--- src/rtl/gray_counter_ctrl.sv ---
// gray_counter_ctrl
//   Command-driven sequencer for a Gray-code counter. Owns the binary count
//   register and a registered Gray encoding of it. Run commands step the
//   count up or down a programmed number of times. Pause freezes stepping,
//   abort ends a run early, and completion is flagged by a one-cycle done
//   pulse.
//
// Ports
//   clock      rising-edge clock
//   reset      asynchronous active-low reset
//   cmd_valid  command present
//   cmd_ready  controller can accept a command (IDLE only)
//   cmd_op     00 NOP, 01 RUN_UP, 10 RUN_DOWN, 11 CLEAR
//   cmd_len    step count for RUN ops, 0..2^WIDTH
//   pause      level, freezes stepping while high
//   abort      level, terminates an active run (wins over pause)
//   gray_out   registered Gray code of the count
//   bin_out    registered binary count
//   remaining  steps left in the current run
//   busy       high while running
//   done       one-cycle pulse at end of a run (also for zero-length runs)
//   aborted    qualifies done: high with done only when the run was aborted
module gray_counter_ctrl #(
    parameter int WIDTH = 4
) (
    input  logic             clock,
    input  logic             reset,
    input  logic             cmd_valid,
    output logic             cmd_ready,
    input  logic [1:0]       cmd_op,
    input  logic [WIDTH:0]   cmd_len,
    input  logic             pause,
    input  logic             abort,
    output logic [WIDTH-1:0] gray_out,
    output logic [WIDTH-1:0] bin_out,
    output logic [WIDTH:0]   remaining,
    output logic             busy,
    output logic             done,
    output logic             aborted
);

    localparam logic [1:0] S_IDLE = 2'd0;
    localparam logic [1:0] S_RUN  = 2'd1;
    localparam logic [1:0] S_DONE = 2'd2;

    localparam logic [1:0] OP_NOP   = 2'b00;
    localparam logic [1:0] OP_UP    = 2'b01;
    localparam logic [1:0] OP_DOWN  = 2'b10;
    localparam logic [1:0] OP_CLEAR = 2'b11;

    logic [1:0]       state;
    logic             dir_down;
    logic [WIDTH-1:0] bin_nxt;
    logic [WIDTH-1:0] gray_nxt;
    logic             last_step;

    // Only IDLE takes commands; holding cmd_valid elsewhere is harmless.
    assign cmd_ready = (state == S_IDLE);

    // Next count wraps naturally through the WIDTH-bit arithmetic. The Gray
    // code is computed from the next binary value so both registers update
    // together and never disagree.
    assign bin_nxt   = dir_down ? (bin_out - WIDTH'(1)) : (bin_out + WIDTH'(1));
    assign gray_nxt  = bin_nxt ^ (bin_nxt >> 1);
    assign last_step = (remaining == (WIDTH+1)'(1));

    always_ff @(posedge clock or negedge reset) begin
        if (!reset) begin
            state     <= S_IDLE;
            dir_down  <= 1'b0;
            bin_out   <= '0;
            gray_out  <= '0;
            remaining <= '0;
            busy      <= 1'b0;
            done      <= 1'b0;
            aborted   <= 1'b0;
        end else begin
            // done/aborted are single-cycle; they are only set on the edge
            // entering DONE, and DONE always lasts one cycle.
            done    <= 1'b0;
            aborted <= 1'b0;
            case (state)
                S_IDLE: begin
                    if (cmd_valid) begin
                        case (cmd_op)
                            OP_CLEAR: begin
                                bin_out  <= '0;
                                gray_out <= '0;
                            end
                            OP_UP, OP_DOWN: begin
                                dir_down <= (cmd_op == OP_DOWN);
                                if (cmd_len == '0) begin
                                    // Zero-length run: report completion only.
                                    state <= S_DONE;
                                    done  <= 1'b1;
                                end else begin
                                    remaining <= cmd_len;
                                    state     <= S_RUN;
                                    busy      <= 1'b1;
                                end
                            end
                            default: ; // NOP is dropped
                        endcase
                    end
                end
                S_RUN: begin
                    if (abort) begin
                        // Count and remaining are left as they were so the
                        // master can see how far the run got.
                        state   <= S_DONE;
                        busy    <= 1'b0;
                        done    <= 1'b1;
                        aborted <= 1'b1;
                    end else if (!pause) begin
                        bin_out   <= bin_nxt;
                        gray_out  <= gray_nxt;
                        remaining <= remaining - (WIDTH+1)'(1);
                        if (last_step) begin
                            state <= S_DONE;
                            busy  <= 1'b0;
                            done  <= 1'b1;
                        end
                    end
                end
                S_DONE: begin
                    state <= S_IDLE;
                end
                default: begin
                    state <= S_IDLE;
                    busy  <= 1'b0;
                end
            endcase
        end
    end

endmodule

--- config.mk ---
export PLATFORM = sky130hd
export DESIGN_NAME = gray_counter_ctrl
export DESIGN_NICKNAME = d
export VERILOG_FILES = /design/src/rtl/gray_counter_ctrl.sv
export SDC_FILE = /design/constraint.sdc
export NUM_CORES = 1
export LEC_CHECK = 0
export ABC_AREA = 1
export BUFFER_PORTS_ARGS = -buffer_cell sky130_fd_sc_hd__buf_2
export CAP_MARGIN = 20
export CELL_PAD_IN_SITES_DETAIL_PLACEMENT = 1
export CELL_PAD_IN_SITES_GLOBAL_PLACEMENT = 2
export CORE_MARGIN = 5
export CORE_UTILIZATION = 26
export DETAILED_ROUTE_END_ITERATION = 6
export PLACE_DENSITY = 0.77
export SLEW_MARGIN = 30
export SYNTH_ARGS = -nofsm -noshare
export SYNTH_HDL_FRONTEND = slang
export SYNTH_SLANG_ARGS = --single-unit
--- constraint.sdc ---
create_clock -name clock -period 1.5 [get_ports clock]
set_clock_uncertainty 0.15 [all_clocks]
set_input_delay 0.45 -clock clock [delete_from_list [all_inputs] [get_ports clock]]
set_output_delay 0.45 -clock clock [all_outputs]
set_load 0.03 [all_outputs]
Word-level counts from Yosys, hierarchy flattened
Index checks and enable logic that the tools add are counted.

$add $sub $neg: 3. Eq/ne operators: 14. Multiplexer cells: 38. Bitwise operators: 2. Reductions and logical operators: 9.

Operator list (count): $mux W4 (7); $mux W5 (5); $pmux W4 S2 (2); $mux W1 (14); $mux W2 (6); $reduce_and A6 Y1 (2); $pmux W5 S2 (1); $ne A2 B2 Y1 const B (4); $eq A2 B2 Y1 const B (3); $ne A3 B3 Y1 const B (2); $eq A5 B1 Y1 const B (1); $logic_not A5 Y1 (1); $reduce_and A5 Y1 (1); $sub A5 B1 Y5 const B (1); $add A4 B1 Y4 const B (1); $eq A2 B1 Y1 const B (2); $ne A2 B1 Y1 const B (2); $pmux W2 S2 (1); $reduce_and A4 Y1 (1); $sub A4 B1 Y4 const B (1); $xor A4 B3 Y4 (1); $pmux W1 S3 (1); $reduce_and A3 Y1 (1); $logic_not A2 Y1 (1); 4 further kinds (4).

Register bits: 19. Word-level logic and storage cells: 74.

Depth between registers and ports, before layout
Gate-level depths: netlist of run 1.

Depth after elaboration: 6. Gate-level depth with buffers: 9.

Worst setup path before layout of run 1
OpenSTA, ideal clock, no wires.

Path type: reg2reg. Start point: register bin_out[0]. End point: register gray_out[2]. Arrival time: 1.483 ns. Required time: 1.233 ns. Setup slack: -0.250 ns. Cell stages (with the launch flop): 6. Buffers on the path: 0. Period minus slack after synthesis: 1.750 ns. Path through: dfrtp_1 fa_1 xor2_1 nand3_1 nand3_1 nand2_1.

Cells in the longest elaborated chain, start to end: 6.

Ends and longest elaborated chain: start: declaration (RTL line 35) `output logic [WIDTH-1:0] bin_out,`; start signal: assignment (RTL line 115) `bin_out <= bin_nxt;`; $add A4 B1 Y4 or $sub A4 B1 Y4 (tied branches) (RTL line 63) `assign bin_nxt = dir_down ? (bin_out - WIDTH'(1)) : (bin_out + WIDTH'(1));`; $mux W4 * (RTL line 63); $xor A4 B3 Y4 * (RTL line 64) `assign gray_nxt = bin_nxt ^ (bin_nxt >> 1);`; $mux W4 * (RTL line 114) `end else if (!pause) begin`; $mux W4 * (RTL line 107) `if (abort) begin`; $pmux W4 S2 * (RTL line 82) `case (state)`; end signal: assignment (RTL line 116) `gray_out <= gray_nxt;`; end: declaration (RTL line 34) `output logic [WIDTH-1:0] gray_out,`.

Every way passes the cells marked *; elsewhere a longest branch is shown, timed or not. The select of a mux whose other input is x is not followed. A chain may end at the register's enable or synchronous reset.

Worst setup path in the final report of run 1
Start point: register bin_out[1]. End point: register gray_out[2].

Same word-level chain as after synthesis.

==> results of run 1 <==
-- area by class of cell --
class,count,area [um^2],share of cell area
multi-input combinational,102,634,0.398
tap,50,62.6,0.0392
sequential,18,457,0.286
inverter,19,76.3,0.0478
timing repair buffer,45,320,0.201
clock buffer,4,45.0,0.0282
-- worst register-to-register path, stage by stage, from the launching register on --
cell and delay (ns):
dfrtp_2 0.45, fa_2 0.44, xor2_4 0.22, nand3_1 0.10
nand3_1 0.08, nand2_1 0.05
-- power groups by stage --
stage | Clock, mW | Sequential (mW) | Combinational, mW
after floorplan | 0 | 1.24 | 1.09
after global placement | 0 | 0.896 | 2.05
after detailed placement | 0 | 0.909 | 2.11
after CTS | 0.367 | 0.914 | 2.35
after global routing | 0.385 | 0.961 | 2.74
final | 0.354 | 0.927 | 2.48
-- cells in the final DEF (no fill, tap or decap), drive strengths merged --
cell          n
nand3        12
xor2          1
inv          19
o21ai        13
dlygate4sd3   1
or2           1
fa            1
o22ai         3
buf          44
ha            6
dfrtp        18
nand4         1
a21oi         4
nand2        39
nor2         21
clkbuf        4
-- cells by family after synthesis --
logic type               Yosys count  share of synthesized area
adder cells (fa/ha/maj)            7                     0.0879
buffers and inverters             21                     0.0879
XOR/XNOR                           1                    0.00809
AO/OA/AOI/OAI                     20                     0.0994
AND/OR/NAND/NOR                   74                      0.301
flip-flops                        18                      0.416
-- synth_stat cells (all sizes together) --
library cell  instances
or2                   1
fa                    1
nand2                39
buf                   2
nand3                12
nor2                 21
nand4                 1
ha                    6
o22ai                 3
inv                  19
xor2                  1
o21ai                13
dfrtp                18
a21oi                 4
-- sequential cells by signal, indices dropped and copies added (netlist names) --
signal,cells
bin_out,3
gray_out,4
state,2
remaining,5
busy,1
aborted,1
dir_down,1
done,1
-- through the flow --
step           area, um^2  std cells  total power [mW]
6_report             1600        238              3.76
2_1_floorplan        1130        141              2.33
5_1_grt              1600        238              4.08
3_5_place_dp         1420        229              3.02
4_1_cts              1540        237              3.63
3_3_place_gp         1420        229              2.95
-- metal layers --
metal,GRT usage,up-vias,routed length [um]
met4,0.0356,0,19
li1,-,540,-
met5,0,-,0
met3,0.0230,2,119
met2,0.221,21,1610
met1,0.150,528,1390
-- final timing paths --
check,startpoint,to,slack [ns]
min in group asynchronous,reset,remaining[0],0.52
setup / recovery,bin_out[1],gray_out[2],-0.1
hold / removal,abort,aborted,0.33
max in group asynchronous,reset,dir_down,0.34
hold reg to reg,busy,busy,0.36
setup reg to reg,bin_out[1],gray_out[2],-0.1
-- repair_timing --
item	4_1_cts	5_1_grt
pin swaps	3	5
hold endpoints to repair	18	0
buffers inserted	3	1
gates cloned	0	0
hold buffers	1	0
resized for setup	13	13
setup endpoints to repair	9	15
==> tab_implementation.tex, run 1 <==
\begin{tabular}{lr}
\hline
Metric & Value \\
\hline
\multicolumn{2}{l}{\textbf{Global route}} \\
\quad Grt ovf & 0 \\
\quad GRT Resource Usage Total & 0.124 \\
\quad First-pass GRT wire length & 5290 um \\
\quad Maximum number of pins on one net before global-route repair & 19 \\
\quad Initial antenna violation count & 0 \\
\quad Number of global-route vias before repair & 1181 \\
\multicolumn{2}{l}{\textbf{Power and ir drop}} \\
\quad Power spent charging and discharging nets & 1.83 mW \\
\quad Net switching share of the total power & 0.486 \\
\quad Power density relative to cell area & 2360 nW/um\^{}2 \\
\quad Proportion of power drawn by the clock network & 0.094 \\
\quad Leakage power figure & 0.823 nW \\
\quad Share of power burned in combinational logic & 0.659 \\
\quad Internal power & 1.93 mW \\
\quad Max VDD drop & 714 uV \\
\quad Sequential cell fraction of total power & 0.247 \\
\multicolumn{2}{l}{\textbf{Yosys}} \\
\quad Number of warnings printed during yosys synthesis & 0 \\
\quad Post-synthesis cell type with the largest combined area & dfrtp\_1 \\
\quad Cell types with the largest area share after synthesis & dfrtp\_1 (42\%), nand2\_1 (13\%), ha\_1 (6.9\%), nor2\_1 (6.2\%), nand3\_1 (5.5\%) \\
\quad Count of distinct cell types in the synthesized netlist & 21 \\
\quad Synthesized cell area & 1080 um\^{}2 \\
\quad Sequential element share of the synthesized area & 0.416 \\
\quad Number of storage elements in the synthesis netlist & 18 \\
\quad Total nets after synthesis & 160 \\
\quad Average instance area after synthesis & 7.68 um\^{}2 \\
\quad Post-synthesis instance total & 141 \\
\quad Share of the synthesized area in the top cell type & 0.416 \\
\multicolumn{2}{l}{\textbf{Die}} \\
\quad Starting density of the core & 0.269 \\
\quad Die Width & 74.5 um \\
\quad Die area & 5550 um\^{}2 \\
\quad Core Box Area & 4030 um\^{}2 \\
\quad Number of rows created at floorplan & 23 \\
\quad Die boundary height & 74.5 um \\
\quad Number of top-level pins & 29 \\
\multicolumn{2}{l}{\textbf{Placement}} \\
\quad Port Buffers & 28 \\
\quad Placer's final routability congestion estimate & 0.791 \\
\quad HPWL reported at the end of detailed placement & 2480 um \\
\quad Pre-CTS setup slack & -0.165 ns \\
\multicolumn{2}{l}{\textbf{STA}} \\
\quad Setup Viol. Count Final & 7 \\
\quad Tightest Pin Transition & 0.442 ns \\
\quad Slew margin rel. & 0.706 \\
\quad Max-slew violation count & 0 \\
\quad Final critical-path setup slack & -0.0982 ns \\
\quad Min cycle time layout & 1.60 ns \\
\quad Post-route clock period utilization & 1.07 \\
\quad Highest clock rate & 626 MHz \\
\quad Total count of hold-check failures in the final report & 0 \\
\quad Worst Hold Margin & 0.326 ns \\
\quad RSZ-0062 raised after global routing & true \\
\quad Final sum of negative setup slack & -0.470 ns \\
\multicolumn{2}{l}{\textbf{Clock network}} \\
\quad Clock Latency Late Sink & 0.25 ns \\
\quad Clock sink total & 18 \\
\quad TritonCTS clock tree & built \\
\quad CTS H-tree lvls & 1 \\
\quad Number of buffers inserted during clock tree synthesis & 3 \\
\quad Clk Tree Root Cell & clkbuf\_8 \\
\quad Deepest clock path buffer count & 2 \\
\quad Post-CTS clock slew at the launch and capture registers of the worst setup and hold paths & 0.07 ns \\
\multicolumn{2}{l}{\textbf{Critical path}} \\
\quad Data required, critical path & 1.49 ns \\
\quad Worst path slowest cell & dfrtp\_2 \\
\quad Logic depth of the worst setup path including buffers & 5 \\
\quad CP cell instances & fa\_2 > xor2\_4 > nand3\_1 > nand3\_1 > nand2\_1 \\
\quad Most used cell along the critical path & nand3\_1 \\
\quad Category of the most critical setup path & flip-flop to flip-flop \\
\quad Startpoint type of the worst setup path & flip-flop \\
\quad CP arrival & 1.59 ns \\
\quad Highest net fanout along the worst path & 5 \\
\quad Kind of end point of the critical path & flip-flop \\
\quad Cell family with the largest share of critical-path delay & flip-flops \\
\quad Crit-path max cell delay & 0.45 ns \\
\quad Count of cells along the worst register-to-register path & 5 \\
\quad Number of buffer and inverter instances along the worst setup path & 0 \\
\multicolumn{2}{l}{\textbf{Run status}} \\
\quad Result of the run & finished, violations left \\
\quad Violations in the final reports & negative setup slack \\
\multicolumn{2}{l}{\textbf{Final layout}} \\
\quad Synth-to-Final Area Change & 47.4\% \\
\quad Nets & 208 \\
\quad Antenna diodes & 0 \\
\quad Number of fillers in the final layout & 493 \\
\quad Fraction of final layout cells with drive strength greater than 1 & 0.415 \\
\quad Post-route core utilization & 0.396 \\
\multicolumn{2}{l}{\textbf{Min path}} \\
\quad Hold depth & 3 \\
\quad Tightest Hold Check Type & primary input to flip-flop \\
\multicolumn{2}{l}{\textbf{Routing}} \\
\quad Number of DRC violations after detailed-routing iteration 0 & 37 \\
\quad Mean number of vias per cell & 4.58 \\
\quad Routed WL & 3130 um \\
\quad DRC errors left & 0 \\
\quad Detailed-routing iteration count for the pre-antenna-repair pass & 2 \\
\quad Total number of vias & 1091 \\
\quad Routed Antenna Nets & 0 \\
\quad WL per Instance & 13.2 um \\
\multicolumn{2}{l}{\textbf{Job}} \\
\quad Number of maximum-capacitance constraint violations & 0 \\
\hline
\end{tabular}
Note: power is estimated with default switching activity, not from simulation.
==> run 2: changes to the inputs <==
- BUFFER_PORTS_ARGS: -buffer_cell sky130_fd_sc_hd__buf_2 -> default
- CORE_ASPECT_RATIO: default -> 0.8
- CORE_UTILIZATION: 26 -> 30
- DONT_BUFFER_PORTS: default -> 1
- PLACE_DENSITY: 0.77 -> 0.73
==> run 2 against run 1 <==
The flow still finishes with violations (negative setup slack); sequential power grew 11%; clock power rose by 14%; via count decreased by 5.6%; routed wire length rose by 0.41%; fmax decreased by 0.84%; design area shrank 0.94%; die area decreased by 11%; sequential share of layout area increased by 0.19 points; flip-flop and latch count unchanged; critical endpoint is now cmd_ready; largest cell class unchanged; largest power group unchanged.
==> tab_implementation.tex, run 2 (same netlist as run 1, synthesis figures left out) <==
\begin{tabular}{lr}
\hline
Metric & Value \\
\hline
\multicolumn{2}{l}{\textbf{STA}} \\
\quad Setup Viol. Count Final & 5 (was 7) \\
\quad Post-route clock period utilization & 1.07 (about the same) \\
\quad Max-slew violation count & 0 (unchanged) \\
\quad RSZ-0062 raised after global routing & true (unchanged) \\
\quad Total count of hold-check failures in the final report & 0 (unchanged) \\
\quad Slew margin rel. & 0.711 (was 0.706) \\
\quad Tightest Pin Transition & 0.433 ns (was 0.442 ns) \\
\quad Min cycle time layout & 1.61 ns (was 1.60 ns) \\
\quad Highest clock rate & 620 MHz (was 626 MHz) \\
\quad Worst Hold Margin & 0.214 ns (was 0.326 ns) \\
\quad Final critical-path setup slack & -0.112 ns (was -0.0982 ns) \\
\multicolumn{2}{l}{\textbf{Final layout}} \\
\quad Antenna diodes & 0 (unchanged) \\
\quad Synth-to-Final Area Change & 46.0\% (was 47.4\%) \\
\quad Most used cells in the layout excluding fill and tap cells & nand2\_1 (31), buf\_4 (20), nor2\_1 (17) (was nand2\_1 (32), buf\_2 (22), nor2\_1 (17)) \\
\quad Register with the most flip-flops & remaining (unchanged) \\
\quad Nets & 193 (was 208) \\
\quad Number of fillers in the final layout & 411 (was 493) \\
\quad Post-route core utilization & 0.458 (was 0.396) \\
\quad Post-route cell area & 1580 um\^{}2 (was 1600 um\^{}2) \\
\quad Fraction of final layout cells with drive strength greater than 1 & 0.393 (was 0.415) \\
\quad Leading cell type in the layout, fill and taps excluded & nand2\_1 (unchanged) \\
\quad Final standard cell count with taps included and fillers excluded & 215 (was 238) \\
\quad Largest regs & remaining: 5 flops, gray\_out: 4 flops, bin\_out: 3 flops (unchanged) \\
\quad Flip-flop count of the largest register, all copies and words added & 5 (unchanged) \\
\multicolumn{2}{l}{\textbf{Routing}} \\
\quad Routed Antenna Nets & 0 (unchanged) \\
\quad Detailed-routing iteration count for the pre-antenna-repair pass & 4 (was 2) \\
\quad Routed WL & 3150 um (was 3130 um) \\
\quad Number of DRC violations after detailed-routing iteration 0 & 30 (was 37) \\
\quad DRC errors left & 0 (unchanged) \\
\quad Total number of vias & 1030 (was 1091) \\
\quad Mean number of vias per cell & 4.79 (was 4.58) \\
\quad WL per Instance & 14.6 um (was 13.2 um) \\
\multicolumn{2}{l}{\textbf{Placement}} \\
\quad Port Buffers & 0 (was 28) \\
\quad DP Cell Count & 200 (was 229) \\
\quad Instance area at placement & 1320 um\^{}2 (was 1420 um\^{}2) \\
\quad HPWL reported at the end of detailed placement & 2360 um (was 2480 um) \\
\quad Placer's final routability congestion estimate & 0.871 (was 0.791) \\
\multicolumn{2}{l}{\textbf{Min path}} \\
\quad Tightest Hold Check Type & primary input to flip-flop (unchanged) \\
\multicolumn{2}{l}{\textbf{Critical path}} \\
\quad CP arrival & 1.01 ns (was 1.59 ns) \\
\quad Kind of end point of the critical path & primary output (was flip-flop) \\
\quad Capture point of the worst path & cmd\_ready (was gray\_out[2]) \\
\quad Data required, critical path & 0.90 ns (was 1.49 ns) \\
\quad Startpoint of the lowest-slack register-to-register path & dir\_down (was bin\_out[1]) \\
\quad Highest net fanout along the worst path & 2 (was 5) \\
\quad Startpoint type of the worst setup path & flip-flop (unchanged) \\
\quad Count of cells along the worst register-to-register path & 8 (was 5) \\
\quad Reg2Reg Setup Slack & -0.09 ns (was -0.1 ns) \\
\quad Worst setup path startpoint & state[1] (was bin\_out[1]) \\
\quad Category of the most critical setup path & flip-flop to primary output (was flip-flop to flip-flop) \\
\quad Endpoint of the most critical register-to-register path & gray\_out[2] (unchanged) \\
\multicolumn{2}{l}{\textbf{Run status}} \\
\quad Result of the run & finished, violations left (unchanged) \\
\quad Violations in the final reports & negative setup slack (unchanged) \\
\multicolumn{2}{l}{\textbf{Global route}} \\
\quad First-pass GRT wire length & 5300 um (was 5290 um) \\
\quad Initial antenna violation count & 0 (unchanged) \\
\quad GRT Resource Usage Total & 0.135 (was 0.124) \\
\quad Number of global-route vias before repair & 1100 (was 1181) \\
\quad Grt ovf & 0 (unchanged) \\
\quad Maximum number of pins on one net before global-route repair & 19 (unchanged) \\
\multicolumn{2}{l}{\textbf{Power and ir drop}} \\
\quad Power density relative to cell area & 2460 nW/um\^{}2 (was 2360 nW/um\^{}2) \\
\quad Max VDD drop & 1000 uV (was 714 uV) \\
\quad Leakage power figure & 0.790 nW (was 0.823 nW) \\
\multicolumn{2}{l}{\textbf{Die}} \\
\quad Core Box Area & 3450 um\^{}2 (was 4030 um\^{}2) \\
\quad Die boundary height & 63.7 um (was 74.5 um) \\
\quad Starting density of the core & 0.314 (was 0.269) \\
\quad Die Width & 77.2 um (was 74.5 um) \\
\quad Number of rows created at floorplan & 19 (was 23) \\
\quad Number of top-level pins & 29 (unchanged) \\
\quad Die area & 4920 um\^{}2 (was 5550 um\^{}2) \\
\multicolumn{2}{l}{\textbf{Clock network}} \\
\quad Clk Tree Root Cell & clkbuf\_8 (unchanged) \\
\quad Clock Latency Late Sink & 0.26 ns (was 0.25 ns) \\
\quad CTS H-tree lvls & 1 (unchanged) \\
\quad Clock sink total & 18 (unchanged) \\
\quad TritonCTS clock tree & built (unchanged) \\
\quad Deepest clock path buffer count & 2 (unchanged) \\
\quad Number of buffers inserted during clock tree synthesis & 3 (unchanged) \\
\quad Post-CTS clock slew at the launch and capture registers of the worst setup and hold paths & 0.07 ns (about the same) \\
\multicolumn{2}{l}{\textbf{Job}} \\
\quad Number of maximum-capacitance constraint violations & 0 (unchanged) \\
\hline
\end{tabular}
==> run 2: per-stage QoR <==
step / total power [mW] / setup WS, ns / TNS [ns]
3_3_place_gp: 2.89 / -0.108 / -0.294
4_1_cts: 3.71 / -0.115 / -0.527
5_1_grt: 4.22 / -0.174 / -1.13
3_5_place_dp: 2.95 / -0.133 / -0.571
2_1_floorplan: 2.33 / -0.0472 / -0.0940
6_report: 3.89 / -0.112 / -0.400
==> run 2: layer usage <==
metal	wire length, um	GRT usage
met1	1440	0.171
met2	1540	0.222
met5	0	0
met3	150	0.0442
met4	25	0.0322
==> run 2: cell type report <==
cell class                 instances  area (um^2)  area share
tap                               42         52.6      0.0333
multi-input combinational        102          664       0.420
sequential                        18          455       0.288
clock buffer                       4         55.1      0.0348
timing repair buffer              30          277       0.175
inverter                          19         76.3      0.0483
==> run 2: timing repair <==
action / in CTS / in global routing
buffers inserted: 5 / 4
setup endpoints to repair: 5 / 18
gates resized for setup: 10 / 17
pin swaps: 9 / 4
hold buffers: 1 / 1
hold endpoints to repair: 18 / 10
gates cloned: 0 / 0
==> run 2: worst min path at each step <==
stage                     startpoint      end  slack (ns)  cells past startpoint
after floorplan                reset  aborted       0.004                      0
after global placement         reset  aborted       0.005                      0
after detailed placement       reset  aborted       0.005                      0
after CTS                      abort  aborted        0.19                      2
after global routing           abort  aborted        0.22                      2
final                          abort  aborted        0.21                      2
==> run 2: critical path, stage by stage (launching register included) <==
cell and delay (ns):
dfrtp_1 0.40, nor2_4 0.13, buf_6 0.12, buf_12 0.11
==> run 2: power breakdown <==
part | switching [mW] | total (mW) | internal (mW)
registers | 0.330 | 1.03 | 0.697
clock network | 0.171 | 0.405 | 0.234
logic | 1.35 | 2.46 | 1.10
total | 1.85 | 3.89 | 2.03
==> run 3: changes to the inputs <==
- RECOVER_POWER: default -> 100
==> run 3 against run 2 <==
The run still ends with negative setup slack left; final cell count is the same; die area unchanged; register-to-register slack is essentially flat; worst hold slack got worse by 0.016 ns; flip-flop and latch count is the same; via count hardly changed; setup slack about the same; routed wire length increased by 0.19%; critical endpoint unchanged; largest cell class unchanged; largest power group unchanged; highest routed layer unchanged.
==> tab_implementation.tex, run 3 (same netlist as run 1, synthesis figures left out) <==
\begin{tabular}{lr}
\hline
Metric & Value \\
\hline
\multicolumn{2}{l}{\textbf{Run status}} \\
\quad Result of the run & finished, violations left (unchanged) \\
\quad Violations in the final reports & negative setup slack (unchanged) \\
\multicolumn{2}{l}{\textbf{Placement}} \\
\quad HPWL reported at the end of detailed placement & 2360 um (unchanged) \\
\quad Port Buffers & 0 (unchanged) \\
\quad Placer's final routability congestion estimate & 0.871 (unchanged) \\
\quad Instance area at placement & 1320 um\^{}2 (unchanged) \\
\multicolumn{2}{l}{\textbf{Critical path}} \\
\quad Worst setup path startpoint & state[1] (unchanged) \\
\quad Startpoint of the lowest-slack register-to-register path & dir\_down (unchanged) \\
\quad CP arrival & 1.01 ns (about the same) \\
\quad Count of cells along the worst register-to-register path & 8 (unchanged) \\
\quad Worst path slowest cell & dfrtp\_1 (unchanged) \\
\quad Data required, critical path & 0.90 ns (about the same) \\
\quad Cell family with the largest share of critical-path delay & flip-flops (unchanged) \\
\quad Reg2Reg Setup Slack & -0.09 ns (about the same) \\
\quad Highest net fanout along the worst path & 2 (unchanged) \\
\quad Number of buffer and inverter instances along the worst setup path & 2 (unchanged) \\
\quad Startpoint type of the worst setup path & flip-flop (unchanged) \\
\quad Crit-path max cell delay & 0.40 ns (about the same) \\
\quad Kind of end point of the critical path & primary output (unchanged) \\
\quad Endpoint of the most critical register-to-register path & gray\_out[2] (unchanged) \\
\quad Category of the most critical setup path & flip-flop to primary output (unchanged) \\
\quad CP cell instances & nor2\_4 > buf\_6 > buf\_12 (unchanged) \\
\multicolumn{2}{l}{\textbf{Routing}} \\
\quad Number of DRC violations after detailed-routing iteration 0 & 33 (was 30) \\
\quad DRC errors left & 0 (unchanged) \\
\quad Routed WL & 3150 um (about the same) \\
\quad WL per Instance & 14.7 um (was 14.6 um) \\
\quad Mean number of vias per cell & 4.79 (about the same) \\
\quad Detailed-routing iteration count for the pre-antenna-repair pass & 4 (unchanged) \\
\quad Total number of vias & 1029 (was 1030) \\
\quad Routed Antenna Nets & 0 (unchanged) \\
\multicolumn{2}{l}{\textbf{Clock network}} \\
\quad Number of buffers inserted during clock tree synthesis & 3 (unchanged) \\
\quad Clock sink total & 18 (unchanged) \\
\quad Deepest clock path buffer count & 2 (unchanged) \\
\quad TritonCTS clock tree & built (unchanged) \\
\quad Clk Tree Root Cell & clkbuf\_8 (unchanged) \\
\quad Clock Latency Late Sink & 0.26 ns (about the same) \\
\quad Post-CTS clock slew at the launch and capture registers of the worst setup and hold paths & 0.07 ns (about the same) \\
\quad CTS H-tree lvls & 1 (unchanged) \\
\multicolumn{2}{l}{\textbf{Power and ir drop}} \\
\quad Leakage power figure & 0.779 nW (was 0.790 nW) \\
\quad Max VDD drop & 998 uV (was 1000 uV) \\
\quad Share of power burned in combinational logic & 0.631 (was 0.632) \\
\quad Power density relative to cell area & 2470 nW/um\^{}2 (was 2460 nW/um\^{}2) \\
\quad Proportion of power drawn by the clock network & 0.105 (was 0.104) \\
\quad Net switching share of the total power & 0.478 (was 0.477) \\
\quad Power spent charging and discharging nets & 1.85 mW (about the same) \\
\quad Sequential cell fraction of total power & 0.264 (about the same) \\
\quad Internal power & 2.02 mW (was 2.03 mW) \\
\multicolumn{2}{l}{\textbf{Global route}} \\
\quad Grt ovf & 0 (unchanged) \\
\quad GRT Resource Usage Total & 0.135 (unchanged) \\
\quad First-pass GRT wire length & 5300 um (unchanged) \\
\quad Initial antenna violation count & 0 (unchanged) \\
\quad Number of global-route vias before repair & 1100 (unchanged) \\
\quad Maximum number of pins on one net before global-route repair & 19 (unchanged) \\
\multicolumn{2}{l}{\textbf{STA}} \\
\quad Total count of hold-check failures in the final report & 0 (unchanged) \\
\quad Worst Hold Margin & 0.199 ns (was 0.214 ns) \\
\quad Setup Viol. Count Final & 5 (unchanged) \\
\quad Final critical-path setup slack & -0.112 ns (about the same) \\
\quad Max-slew violation count & 0 (unchanged) \\
\quad Final sum of negative setup slack & -0.397 ns (was -0.400 ns) \\
\quad Post-route clock period utilization & 1.07 (about the same) \\
\quad Min cycle time layout & 1.61 ns (about the same) \\
\quad RSZ-0062 raised after global routing & true (unchanged) \\
\quad Highest clock rate & 620 MHz (about the same) \\
\quad Slew margin rel. & 0.679 (was 0.711) \\
\quad Tightest Pin Transition & 0.482 ns (was 0.433 ns) \\
\multicolumn{2}{l}{\textbf{Die}} \\
\quad Die boundary height & 63.7 um (unchanged) \\
\quad Starting density of the core & 0.314 (unchanged) \\
\quad Number of top-level pins & 29 (unchanged) \\
\quad Die area & 4920 um\^{}2 (unchanged) \\
\quad Core Box Area & 3450 um\^{}2 (unchanged) \\
\quad Die Width & 77.2 um (unchanged) \\
\quad Number of rows created at floorplan & 19 (unchanged) \\
\multicolumn{2}{l}{\textbf{Final layout}} \\
\quad Leading cell type in the layout, fill and taps excluded & nand2\_1 (unchanged) \\
\quad Nets & 193 (unchanged) \\
\quad Synth-to-Final Area Change & 44.7\% (was 46.0\%) \\
\quad Register with the most flip-flops & remaining (unchanged) \\
\quad Most used cells in the layout excluding fill and tap cells & nand2\_1 (31), nor2\_1 (17), buf\_4 (17) (was nand2\_1 (31), buf\_4 (20), nor2\_1 (17)) \\
\quad Antenna diodes & 0 (unchanged) \\
\quad Post-route core utilization & 0.454 (was 0.458) \\
\quad Fraction of final layout cells with drive strength greater than 1 & 0.382 (was 0.393) \\
\quad Post-route cell area & 1570 um\^{}2 (was 1580 um\^{}2) \\
\quad Flip-flop count of the largest register, all copies and words added & 5 (unchanged) \\
\quad Largest regs & remaining: 5 flops, gray\_out: 4 flops, bin\_out: 3 flops (unchanged) \\
\multicolumn{2}{l}{\textbf{Min path}} \\
\quad Tightest Hold Check Type & primary input to flip-flop (unchanged) \\
\quad Hold depth & 2 (unchanged) \\
\quad Worst hold start & abort (unchanged) \\
\quad Worst Hold End & aborted (unchanged) \\
\multicolumn{2}{l}{\textbf{Job}} \\
\quad Number of maximum-capacitance constraint violations & 0 (unchanged) \\
\hline
\end{tabular}
## run 3: routing by layer
layer	up-vias	GRT usage	share of wire
li1	512	-	-
met1	498	0.171	0.46
met2	15	0.222	0.49
met3	4	0.0442	0.048
met4	0	0.0322	0.0079
met5	-	0	0
## run 3: worst reg2reg max path: stages (launching register included)
cell and delay (ns):
dfrtp_2 0.48, ha_4 0.26, or2_4 0.23, nand2_2 0.06, nand2_2 0.06, nand2_2 0.08, nand2_1 0.05, nand3_1 0.07
nand2_1 0.05
## run 3: power by group through the flow
stage	clock, mW	sequential, mW	combinational (mW)
detailed placement	0	1.02	1.92
global route	0.448	1.06	2.69
floorplan	0	1.24	1.09
finish	0.405	1.02	2.45
CTS	0.426	1.01	2.27
global placement	0	1.01	1.88
## run 3: stage by stage
step | power (mW) | setup WS, ns | cells
5_1_grt | 4.20 | -0.174 | 215
3_5_place_dp | 2.95 | -0.133 | 200
4_1_cts | 3.71 | -0.115 | 210
2_1_floorplan | 2.33 | -0.0472 | 141
3_3_place_gp | 2.89 | -0.108 | 200
6_report | 3.87 | -0.112 | 215
## run 3: area by class of cell
cell class,instances,area (um^2)
Sequential cell,18,454
Clock buffer,4,55.1
Tap cell,42,52.6
Timing Repair Buffer,30,274
Multi-Input combinational cell,102,654
Fill cell,411,1880
Inverter,19,76.3
## run 3: timing repair
item | in CTS | in global routing
setup endpoints to repair | 5 | 18
hold buffers | 1 | 1
buffers inserted | 5 | 4
gates resized for setup | 10 | 17
hold endpoints to repair | 18 | 10
pin swaps | 9 | 4
## run 3: worst max-delay path by stage
| stage | endpoint | slack [ns] | cells after the start |
|---|---|---|---|
| floorplan | gray_out[2] | -0.05 | 5 |
| global placement | gray_out[2] | -0.11 | 8 |
| detailed placement | gray_out[2] | -0.13 | 8 |
| CTS | cmd_ready | -0.12 | 3 |
| global route | cmd_ready | -0.17 | 3 |
| finish | cmd_ready | -0.11 | 3 |
